===== src/rtl/sd_pkg.sv =====
// Shared state encoding, SD command framing constants and the byte-serial CRC7 step
// used by the SD command engine.
package sd_pkg;

  typedef enum logic [3:0] {
    ST_IDLE,
    ST_BUILD,
    ST_SEND,
    ST_WAIT_TX,
    ST_POLL,
    ST_WAIT_POLL,
    ST_READ,
    ST_WAIT_RD,
    ST_DONE
  } sd_state_e;

  localparam logic [2:0] RESP_LEN_R1  = 3'd1;
  localparam logic [2:0] RESP_LEN_R7  = 3'd5;
  localparam logic [1:0] CMD_START_TX = 2'b01;  // start bit 0 followed by transmission bit 1
  localparam logic       CMD_END_BIT  = 1'b1;
  localparam logic [6:0] CRC7_POLY    = 7'h09;  // x^7 + x^3 + 1 with the x^7 term implied

  // Advance a CRC7 remainder over one byte, MSB first.
  function automatic logic [6:0] crc7_byte(input logic [6:0] crc, input logic [7:0] data);
    logic [6:0] c;
    logic       fb;
    c = crc;
    for (int i = 7; i >= 0; i--) begin
      fb = c[6] ^ data[i];
      c  = {c[5:0], 1'b0} ^ (fb ? CRC7_POLY : 7'h00);
    end
    return c;
  endfunction

  // Lengths outside 1..5 fall back to a single R1 byte.
  function automatic logic [2:0] norm_resp_len(input logic [2:0] len);
    return (len == 3'd0 || len > RESP_LEN_R7) ? RESP_LEN_R1 : len;
  endfunction

endpackage


===== src/rtl/sd_crc7.sv =====
// Byte-serial CRC7 accumulator with synchronous clear and update enable.
module sd_crc7
  import sd_pkg::*;
(
  input  logic       clk,
  input  logic       rst_n,
  input  logic       clr,
  input  logic       en,
  input  logic [7:0] data,
  output logic [6:0] crc
);

  always_ff @(posedge clk or negedge rst_n) begin
    if (!rst_n) begin
      crc <= 7'd0;
    end else if (clr) begin
      crc <= 7'd0;
    end else if (en) begin
      crc <= crc7_byte(crc, data);
    end
  end

endmodule


===== src/rtl/sd_cmd_engine.sv =====
// SD command engine: frames a 6-byte command into a shared buffer, sends it through the
// SPI controller, polls for the R1 start byte and collects the rest of the response.
module sd_cmd_engine
  import sd_pkg::*;
#(
  parameter int BUF_BYTES = 8,
  parameter int NCR_MAX   = 8
) (
  input  logic                         clk,
  input  logic                         rst_n,
  input  logic                         cmd_valid,
  output logic                         cmd_ready,
  input  logic [5:0]                   cmd_index,
  input  logic [31:0]                  cmd_arg,
  input  logic [2:0]                   resp_len,
  output logic                         resp_valid,
  output logic [39:0]                  resp_data,
  output logic                         resp_timeout,
  output logic                         busy,
  output logic                         spi_start,
  output logic                         spi_op,
  output logic [$clog2(BUF_BYTES)-1:0] spi_size,
  input  logic                         spi_done,
  input  logic [$clog2(BUF_BYTES)-1:0] spi_address,
  output logic [7:0]                   spi_data_in,
  input  logic [7:0]                   spi_data_out,
  input  logic                         spi_wr
);

  localparam int AW = $clog2(BUF_BYTES);
  localparam int PW = $clog2(NCR_MAX + 1);

  sd_state_e         state_q, state_d;
  logic [2:0]        bidx_q;
  logic [PW-1:0]     poll_q;
  logic [5:0]        idx_q;
  logic [31:0]       arg_q;
  logic [2:0]        len_q;
  logic [7:0]        buf_q    [BUF_BYTES];
  logic [7:0]        buf_view [BUF_BYTES];
  logic [7:0]        build_byte;
  logic [7:0]        poll_byte;
  logic [6:0]        crc;
  logic [AW-1:0]     rd_size;
  logic              accept;
  logic              wr_en;
  logic              poll_last;

  assign accept    = (state_q == ST_IDLE) && cmd_valid;
  assign wr_en     = spi_wr && (state_q != ST_BUILD);
  assign poll_byte = buf_view[0];
  assign poll_last = (poll_q == PW'(NCR_MAX - 1));
  assign rd_size   = AW'(len_q - 3'd2);

  assign cmd_ready   = (state_q == ST_IDLE);
  assign busy        = (state_q != ST_IDLE);
  assign resp_valid  = (state_q == ST_DONE);
  assign spi_data_in = buf_q[spi_address];

  always_comb begin
    build_byte = {crc, CMD_END_BIT};
    case (bidx_q)
      3'd0:    build_byte = {CMD_START_TX, idx_q};
      3'd1:    build_byte = arg_q[31:24];
      3'd2:    build_byte = arg_q[23:16];
      3'd3:    build_byte = arg_q[15:8];
      3'd4:    build_byte = arg_q[7:0];
      default: build_byte = {crc, CMD_END_BIT};
    endcase
  end

  sd_crc7 u_crc7 (
    .clk   (clk),
    .rst_n (rst_n),
    .clr   (accept),
    .en    ((state_q == ST_BUILD) && (bidx_q != 3'd5)),
    .data  (build_byte),
    .crc   (crc)
  );

  // A byte landing on the same edge as spi_done is forwarded so it is not missed.
  always_comb begin
    for (int i = 0; i < BUF_BYTES; i++) begin
      buf_view[i] = buf_q[i];
      if (wr_en && spi_address == AW'(i)) buf_view[i] = spi_data_out;
    end
  end

  always_comb begin
    state_d   = state_q;
    spi_start = 1'b0;
    spi_op    = 1'b0;
    spi_size  = '0;
    case (state_q)
      ST_IDLE:    if (cmd_valid) state_d = ST_BUILD;
      ST_BUILD:   if (bidx_q == 3'd5) state_d = ST_SEND;
      ST_SEND: begin
        spi_start = 1'b1;
        spi_op    = 1'b1;
        spi_size  = AW'(5);
        state_d   = ST_WAIT_TX;
      end
      ST_WAIT_TX: begin
        spi_op   = 1'b1;
        spi_size = AW'(5);
        if (spi_done) state_d = ST_POLL;
      end
      ST_POLL: begin
        spi_start = 1'b1;
        state_d   = ST_WAIT_POLL;
      end
      ST_WAIT_POLL: begin
        if (spi_done) begin
          if (poll_byte[7]) state_d = poll_last ? ST_DONE : ST_POLL;
          else              state_d = (len_q == RESP_LEN_R1) ? ST_DONE : ST_READ;
        end
      end
      ST_READ: begin
        spi_start = 1'b1;
        spi_size  = rd_size;
        state_d   = ST_WAIT_RD;
      end
      ST_WAIT_RD: begin
        spi_size = rd_size;
        if (spi_done) state_d = ST_DONE;
      end
      ST_DONE:    state_d = ST_IDLE;
      default:    state_d = ST_IDLE;
    endcase
  end

  always_ff @(posedge clk or negedge rst_n) begin
    if (!rst_n) begin
      state_q      <= ST_IDLE;
      bidx_q       <= 3'd0;
      poll_q       <= '0;
      resp_data    <= 40'd0;
      resp_timeout <= 1'b0;
    end else begin
      state_q <= state_d;
      case (state_q)
        ST_IDLE: begin
          if (cmd_valid) begin
            bidx_q       <= 3'd0;
            poll_q       <= '0;
            resp_data    <= 40'd0;
            resp_timeout <= 1'b0;
          end
        end
        ST_BUILD: bidx_q <= bidx_q + 3'd1;
        ST_WAIT_POLL: begin
          if (spi_done) begin
            if (poll_byte[7]) begin
              poll_q <= poll_q + PW'(1);
              if (poll_last) begin
                resp_timeout <= 1'b1;
                resp_data    <= 40'hFF00000000;
              end
            end else begin
              resp_data[39:32] <= poll_byte;
            end
          end
        end
        ST_WAIT_RD: begin
          if (spi_done) begin
            for (int i = 0; i < 4; i++) begin
              if (3'(i) < len_q - 3'd1) resp_data[31-8*i -: 8] <= buf_view[i];
            end
          end
        end
        default: ;
      endcase
    end
  end

  // Data path: command fields and the transfer buffer carry no reset.
  always_ff @(posedge clk) begin
    if (accept) begin
      idx_q <= cmd_index;
      arg_q <= cmd_arg;
      len_q <= norm_resp_len(resp_len);
    end
    if (state_q == ST_BUILD) buf_q[AW'(bidx_q)] <= build_byte;
    else if (spi_wr)         buf_q[spi_address] <= spi_data_out;
  end

endmodule


===== config.mk =====
export PLATFORM = sky130hd
export DESIGN_NAME = sd_cmd_engine
export DESIGN_NICKNAME = d
export VERILOG_FILES = /design/src/rtl/sd_pkg.sv /design/src/rtl/sd_crc7.sv /design/src/rtl/sd_cmd_engine.sv
export SDC_FILE = /design/constraint.sdc
export NUM_CORES = 1
export LEC_CHECK = 0
export ABC_CLOCK_PERIOD_IN_PS = 4300
export CAP_MARGIN = 30
export CORE_UTILIZATION = 59
export CTS_CLUSTER_SIZE = 16
export DETAILED_ROUTE_END_ITERATION = 8
export PLACE_DENSITY = 0.86
export SLEW_MARGIN = 25
export SYNTH_ARGS = -nofsm -noshare
export SYNTH_HDL_FRONTEND = slang
export SYNTH_SLANG_ARGS = --single-unit

===== constraint.sdc =====
create_clock -name clk -period 4.3 [get_ports clk]
set_input_delay 0.86 -clock clk [delete_from_list [all_inputs] [get_ports clk]]
set_output_delay 0.86 -clock clk [all_outputs]
set_load 0.03 [all_outputs]

==> flow_metrics.tcl <==
set metrics [dict create \
    synth_cell_types 55 \
    finalWirelength_mm 17.3 \
    cp.required_ns 3.44 \
    finalCritPeriodShare 0.859 \
    postSynthCellCount 569 \
    peakVddDrop_v 0.000345 \
    finalPower_w 0.00666 \
    fmax_mhz 271 \
    antenna_found_initial 0 \
    gr-total-overflow 0 \
    start_util 0.605 \
    hold_buffers 0 \
    final.setup_skew_ns 0.00837 \
    post_cts_buffers 0 \
    dp_hpwl_mm 12.3 \
    finalSetupTns_ns 0 \
    die_h_um 116 \
    finalSetupViolCount 0 \
    grt_max_degree 45 \
    synth_nets 634 \
    grt_usage 0.278 \
    synth-main-ff-cell "edfxtp_1" \
    clock-sinks 164 \
    path_max_fanout 7 \
    drc 0 \
    holdWs_ns 0.374 \
    leakage_nw 3.74 \
    first_pass_iters 5 \
    max_slew_margin 0.429 \
    powerDensity_mw_per_mm2 697 \
    post_drt_wl_per_cell_um 20.0 \
    viasPerCell 5.97 \
    antenna_cells 0 \
    place_congestion 0.860 \
    fin_nets 749 \
    synth_edf_count 105 \
    insertion_delay_ns 0.42 \
    clock-root-buffer "clkbuf_16" \
    rows 41 \
    rrSetupSlack_ns 0.93 \
    cts_buffer_depth 2 \
    die-area_mm2 0.0134 \
    place.port_buffers 113 \
    io_pins 114 \
    cts_buffers 17 \
    synth_seq_cells 164 \
    drive_gt1_frac 0.175 \
    worst_pin_slew_ns 0.853 \
    startpoint_type "primary input" \
    max_cap_viol_count 0 \
    fp.coreArea_mm2 0.0126 \
    die_w_um 116 \
    vias 5184 \
    syn_area_per_cell_um2 13.4 \
    cts-resized-gates 0 \
    hp-class "primary input to async pin" \
    cts_tree "yes" \
    htreeDepth 4 \
    grt_pass1_vias 5249 \
    reg2regPathDepth 7 \
    critPathKind "primary input to output port" \
    cp-end-kind "output port" \
    hold_viol 0 \
    status "completed" \
    rsz0062_at_grt "false" \
    crit_arrival_ns 2.84 \
    ant_nets 0 \
    netlist_area_mm2 0.00764 \
    async_reset_ff_frac 0.360 \
    clk_pin_slew_ns 0.06 \
    drv_slew 0 \
    synth_warnings 0 \
    syn2layout_area_growth_pct 25.0 \
    drtIter0Drc 404 \
    yosysSeqAreaShare 0.606 \
    post-route-min-period_ns 3.70 \
    grt_first_pass_wirelength_mm 27.1 \
]
## placed cells by master, fill, tap and decap left out, drive strengths merged, types with 23 or more instances in the layout
| master | n |
|---|---|
| mux2i | 39 |
| clkdlybuf4s50 | 104 |
| mux2 | 51 |
| nor2 | 72 |
| clkbuf | 23 |
| nand2 | 32 |
| o21ai | 25 |
| edfxtp | 105 |
| dfrtp | 59 |
| a21oi | 23 |
## critical path, stage by stage
cell and delay (ns):
clkdlybuf4s50_1 0.73, buf_4 0.25, mux4_2 0.53, mux2_2 0.29, buf_4 0.17
## sequential cells by signal, indices dropped and copies added, names as in the netlist
name          flops
resp_timeout      1
bidx_q            3
poll_q            4
len_q             3
arg_q            32
u_crc7.crc        7
state_q           4
resp_data        40
buf_q            64
idx_q             6
## metal layers
metal | global-route usage | vias to the layer above | part of all wire
met4 | 0.141 | 0 | 0.030
met2 | 0.490 | 245 | 0.54
met5 | 0 | - | 0
met3 | 0.0528 | 42 | 0.055
li1 | - | 2333 | -
met1 | 0.326 | 2564 | 0.38
## kinds of logic (layout without fill, tap and decap cells)
| family | count (synthesis) | count (layout) | share of synthesized area |
|---|---|---|---|
| AOI/OAI and AO/OA | 78 | 78 | 0.0654 |
| xor gates and xnor gates | 22 | 22 | 0.0270 |
| adders and majority gates | 8 | 8 | 0.0131 |
| buffers and inverters | 39 | 167 | 0.0215 |
| DFF | 164 | 164 | 0.606 |
| muxes | 106 | 106 | 0.175 |
| and+or+nand+nor | 152 | 152 | 0.0919 |
## synth_stat cells, types with 2 or more instances
library cell / n / area, um2
xor2_1: 6 / 52.6
a32oi_1: 2 / 17.5
nand3_1: 16 / 80.1
xnor2_1: 15 / 131
mux2i_1: 38 / 380
nor2b_1: 6 / 37.5
nor3b_1: 3 / 22.5
and3_1: 2 / 12.5
mux2_1: 2 / 22.5
buf_2: 2 / 10.0
a21oi_1: 22 / 110
nor3_1: 5 / 25.0
dfrtp_1: 59 / 1480
buf_6: 2 / 22.5
a222oi_1: 4 / 40.0
ha_1: 8 / 100
a211oi_1: 2 / 15.0
a22oi_1: 5 / 37.5
nand3b_1: 4 / 30.0
nor2_1: 72 / 270
clkbuf_1: 21 / 78.8
nand2b_1: 3 / 18.8
nor4b_1: 2 / 17.5
inv_1: 11 / 41.3
nand2_1: 29 / 109
o21ai_0: 21 / 105
a31oi_1: 6 / 37.5
mux4_2: 16 / 360
buf_1: 3 / 11.3
mux2_2: 49 / 552
o21a_1: 2 / 15.0
o21ai_2: 3 / 26.3
nand2_2: 2 / 12.5
edfxtp_1: 105 / 3150
## power breakdown
group | internal [W] | leakage [nW] | total [W] | switching, W
Sequential | 0.00223 | 1.76 | 0.00249 | 0.000256
Combinational | 0.00107 | 1.70 | 0.00265 | 0.00158
Clock | 0.000926 | 0.283 | 0.00151 | 0.000588
Total | 0.00423 | 3.74 | 0.00666 | 0.00243
## per-stage QoR
| stage | setup WS (ns) | cells | utilization | cell area [um2] |
|---|---|---|---|---|
| finish | 0.604 | 869 | 0.756 | 9550 |
| global route | 0.541 | 869 | 0.756 | 9550 |
| CTS | 0.604 | 868 | 0.754 | 9520 |
| detailed placement | 0.515 | 836 | 0.708 | 8930 |
| global placement | 0.638 | 835 | 0.707 | 8920 |
| floorplan | 0.432 | 569 | - | 7640 |
## area by class of cell
class	count	area (um2)
Timing Repair Buffer	124	1220
Clock inverter	9	129
Inverter	11	41.3
Sequential cell	164	4630
Multi-Input combinational cell	366	2850
Fill cell	811	3070
Tap cell	172	215
Clock buffer	23	458
## path summary, 6_finish.rpt
check	from	end
min	rst_n	resp_data[10]
min reg2reg	resp_data[19]	resp_data[19]
min in group clk	resp_data[19]	resp_data[19]
max reg2reg	state_q[1]	resp_data[35]
max in group asynchronous	rst_n	u_crc7.crc[1]
max	spi_address[0]	spi_data_in[1]
No activity file was read; power rests on OpenSTA's default activity.
==> patch (config.mk and constraints unchanged) <==
Register the output `resp_timeout` once more; this adds one clock of latency there. The other outputs are not delayed to match.
--- a/src/rtl/sd_cmd_engine.sv
+++ b/src/rtl/sd_cmd_engine.sv
@@ -31,2 +31,4 @@
   localparam int PW = $clog2(NCR_MAX + 1);
+
+  logic resp_timeout_s0;
 
@@ -137,3 +139,3 @@
       resp_data    <= 40'd0;
-      resp_timeout <= 1'b0;
+      resp_timeout_s0 <= 1'b0;
     end else begin
@@ -146,3 +148,3 @@
             resp_data    <= 40'd0;
-            resp_timeout <= 1'b0;
+            resp_timeout_s0 <= 1'b0;
           end
@@ -155,3 +157,3 @@
               if (poll_last) begin
-                resp_timeout <= 1'b1;
+                resp_timeout_s0 <= 1'b1;
                 resp_data    <= 40'hFF00000000;
@@ -186,2 +188,6 @@
 
+  always_ff @(posedge clk) begin
+    resp_timeout <= resp_timeout_s0;
+  end
+
 endmodule
Behaviour: same outputs for any inputs over 4 cycles, from zero or initial values and one cycle with rst_n low; that may be too few to reach the edited logic, so the function may still have changed.
==> patch against the original RTL <==
- worst hold slack worse by 1.8 ps
- sequential cell count grew 1
- total power down 0.43%
- final area shrank 0.42%
- worst setup slack better by 16 ps
- routed wire length is 2.2% higher
- synthesized area grew 0.26%
- critical path type unchanged
==> patch: results (changes against the original RTL) <==
Parameter                              Value

Synthesis
  Area fraction in compound gates after synthesis ... 0.0652 (-0.000171)
  Synthesized Nets ... 635 (+0.16%)
  Xor and xnor area share after synthesis ... 0.0270 (-0.0000706)
  Share of synthesized area occupied by flip-flops and latches ... 0.607 (+0.00103)
  Post-synthesis mux area share ... 0.175 (-0.000458)
  Adder-cell area share of the yosys netlist ... 0.0131 (-0.0000343)
  Top cell type's share of synthesized area ... 0.412 (-0.00108)
  Ys async rst share ... 0.358 (-0.00218)
  Count of mapped cells out of synthesis ... 570 (+0.18%)

Finish
  Diode count ... 0 (unchanged)
  Ratio of cells with drive above 1 in the final layout ... 0.172 (-0.00287)

Status
  Status ... completed

Global route
  Via count of the first global-routing pass ... 5211 (-0.72%)
  Overall routing resource usage ... 0.283 (+0.00465)

Power and ir drop
  Maximum VDD drop ... 0.387 mV (+12%)
  Internal cell power ... 4.17 mW (-1.4%)
  Leak ... 3.72 nW (-0.65%)

Placement
  Placer Congestion ... 0.868 (+0.87%)
  Post-place instance area ... 8950 µm² (+0.22%)

Drt
  Detailed Route Iter0 Violations ... 419 (+3.7%)
  First drt pass iteration count ... 6 (+1)
  Via/cell ratio ... 5.97 (about the same)
  Total routed wirelength ... 17700 µm (+2.2%)

Setup path
  Largest fanout on the critical path ... 15 (+8)
  Critical Path AT ... 2820 ps (-20 ps)

Min path
  Hold Path Class ... reg -> reg
[patch: cell types whose count changed in the layout (fill, tap and decap cells not counted), sizes merged]
| cell | change |
|---|---|
| clkinv | -2 |
| clkbuf | +1 |
| dfxtp | +1 |
| buf | -1 |
| inv | +1 |
| clkinvlp | +1 |
| bufinv | -1 |
[patch: layer usage]
layer / global-route usage / vias up / share of wire
met5: 0 / - / 0
met4: 0.104 / 0 / 0.023
met3: 0.0560 / 32 / 0.059
met2: 0.508 / 256 / 0.55
met1: 0.337 / 2552 / 0.37
li1: - / 2349 / -
[patch: path summary, 6_finish.rpt]
path | start | end | slack, ps | cells after the start
max | spi_address[0] | spi_data_in[1] | 620 | 5
min | resp_timeout_s0 | resp_timeout | 370 | 0
max reg2reg | state_q[1] | resp_data[32] | 970 | 7
min reg2reg | resp_timeout_s0 | resp_timeout | 370 | 0
max in group asynchronous | rst_n | u_crc7.crc[1] | 3020 | 2
min in group asynchronous | rst_n | resp_data[20] | 400 | 1
[patch: critical path: stages]
cell	delay, ps
sky130_fd_sc_hd__clkdlybuf4s50_1	740
sky130_fd_sc_hd__buf_12	240
sky130_fd_sc_hd__mux4_2	540
sky130_fd_sc_hd__mux2_2	270
sky130_fd_sc_hd__buf_4	170
[patch: power by group through the flow]
stage	clock network (mW)	logic (mW)	registers, mW
detailed placement	0	2.65	2.51
floorplan	0	1.69	2.59
global route	1.52	2.91	2.52
global placement	0	2.54	2.49
finish	1.44	2.69	2.49
CTS	1.45	2.68	2.49
[patch: cell type report]
| type | count | share of cell area |
|---|---|---|
| Inverter | 11 | 0.00434 |
| Tap cell | 172 | 0.0226 |
| Timing Repair Buffer | 123 | 0.126 |
| Clock inverter | 8 | 0.0108 |
| Multi-Input combinational cell | 366 | 0.300 |
| Sequential cell | 165 | 0.489 |
| Clock buffer | 24 | 0.0475 |
[patch: metrics by stage]
stage	setup slack (ps)	hold slack, ps
after floorplan	432	348
after global placement	685	362
after detailed placement	608	360
after CTS	632	379
after global routing	595	385
final	621	372
[patch: cells by family (layout without fill, tap and decap cells)]
kind of cell | after synthesis | after routing
compound gates | 78 | 78
xor+xnor | 22 | 22
fa+ha+maj | 8 | 8
buf+inv | 39 | 166
flops | 165 | 165
mux | 106 | 106
simple gates | 152 | 152
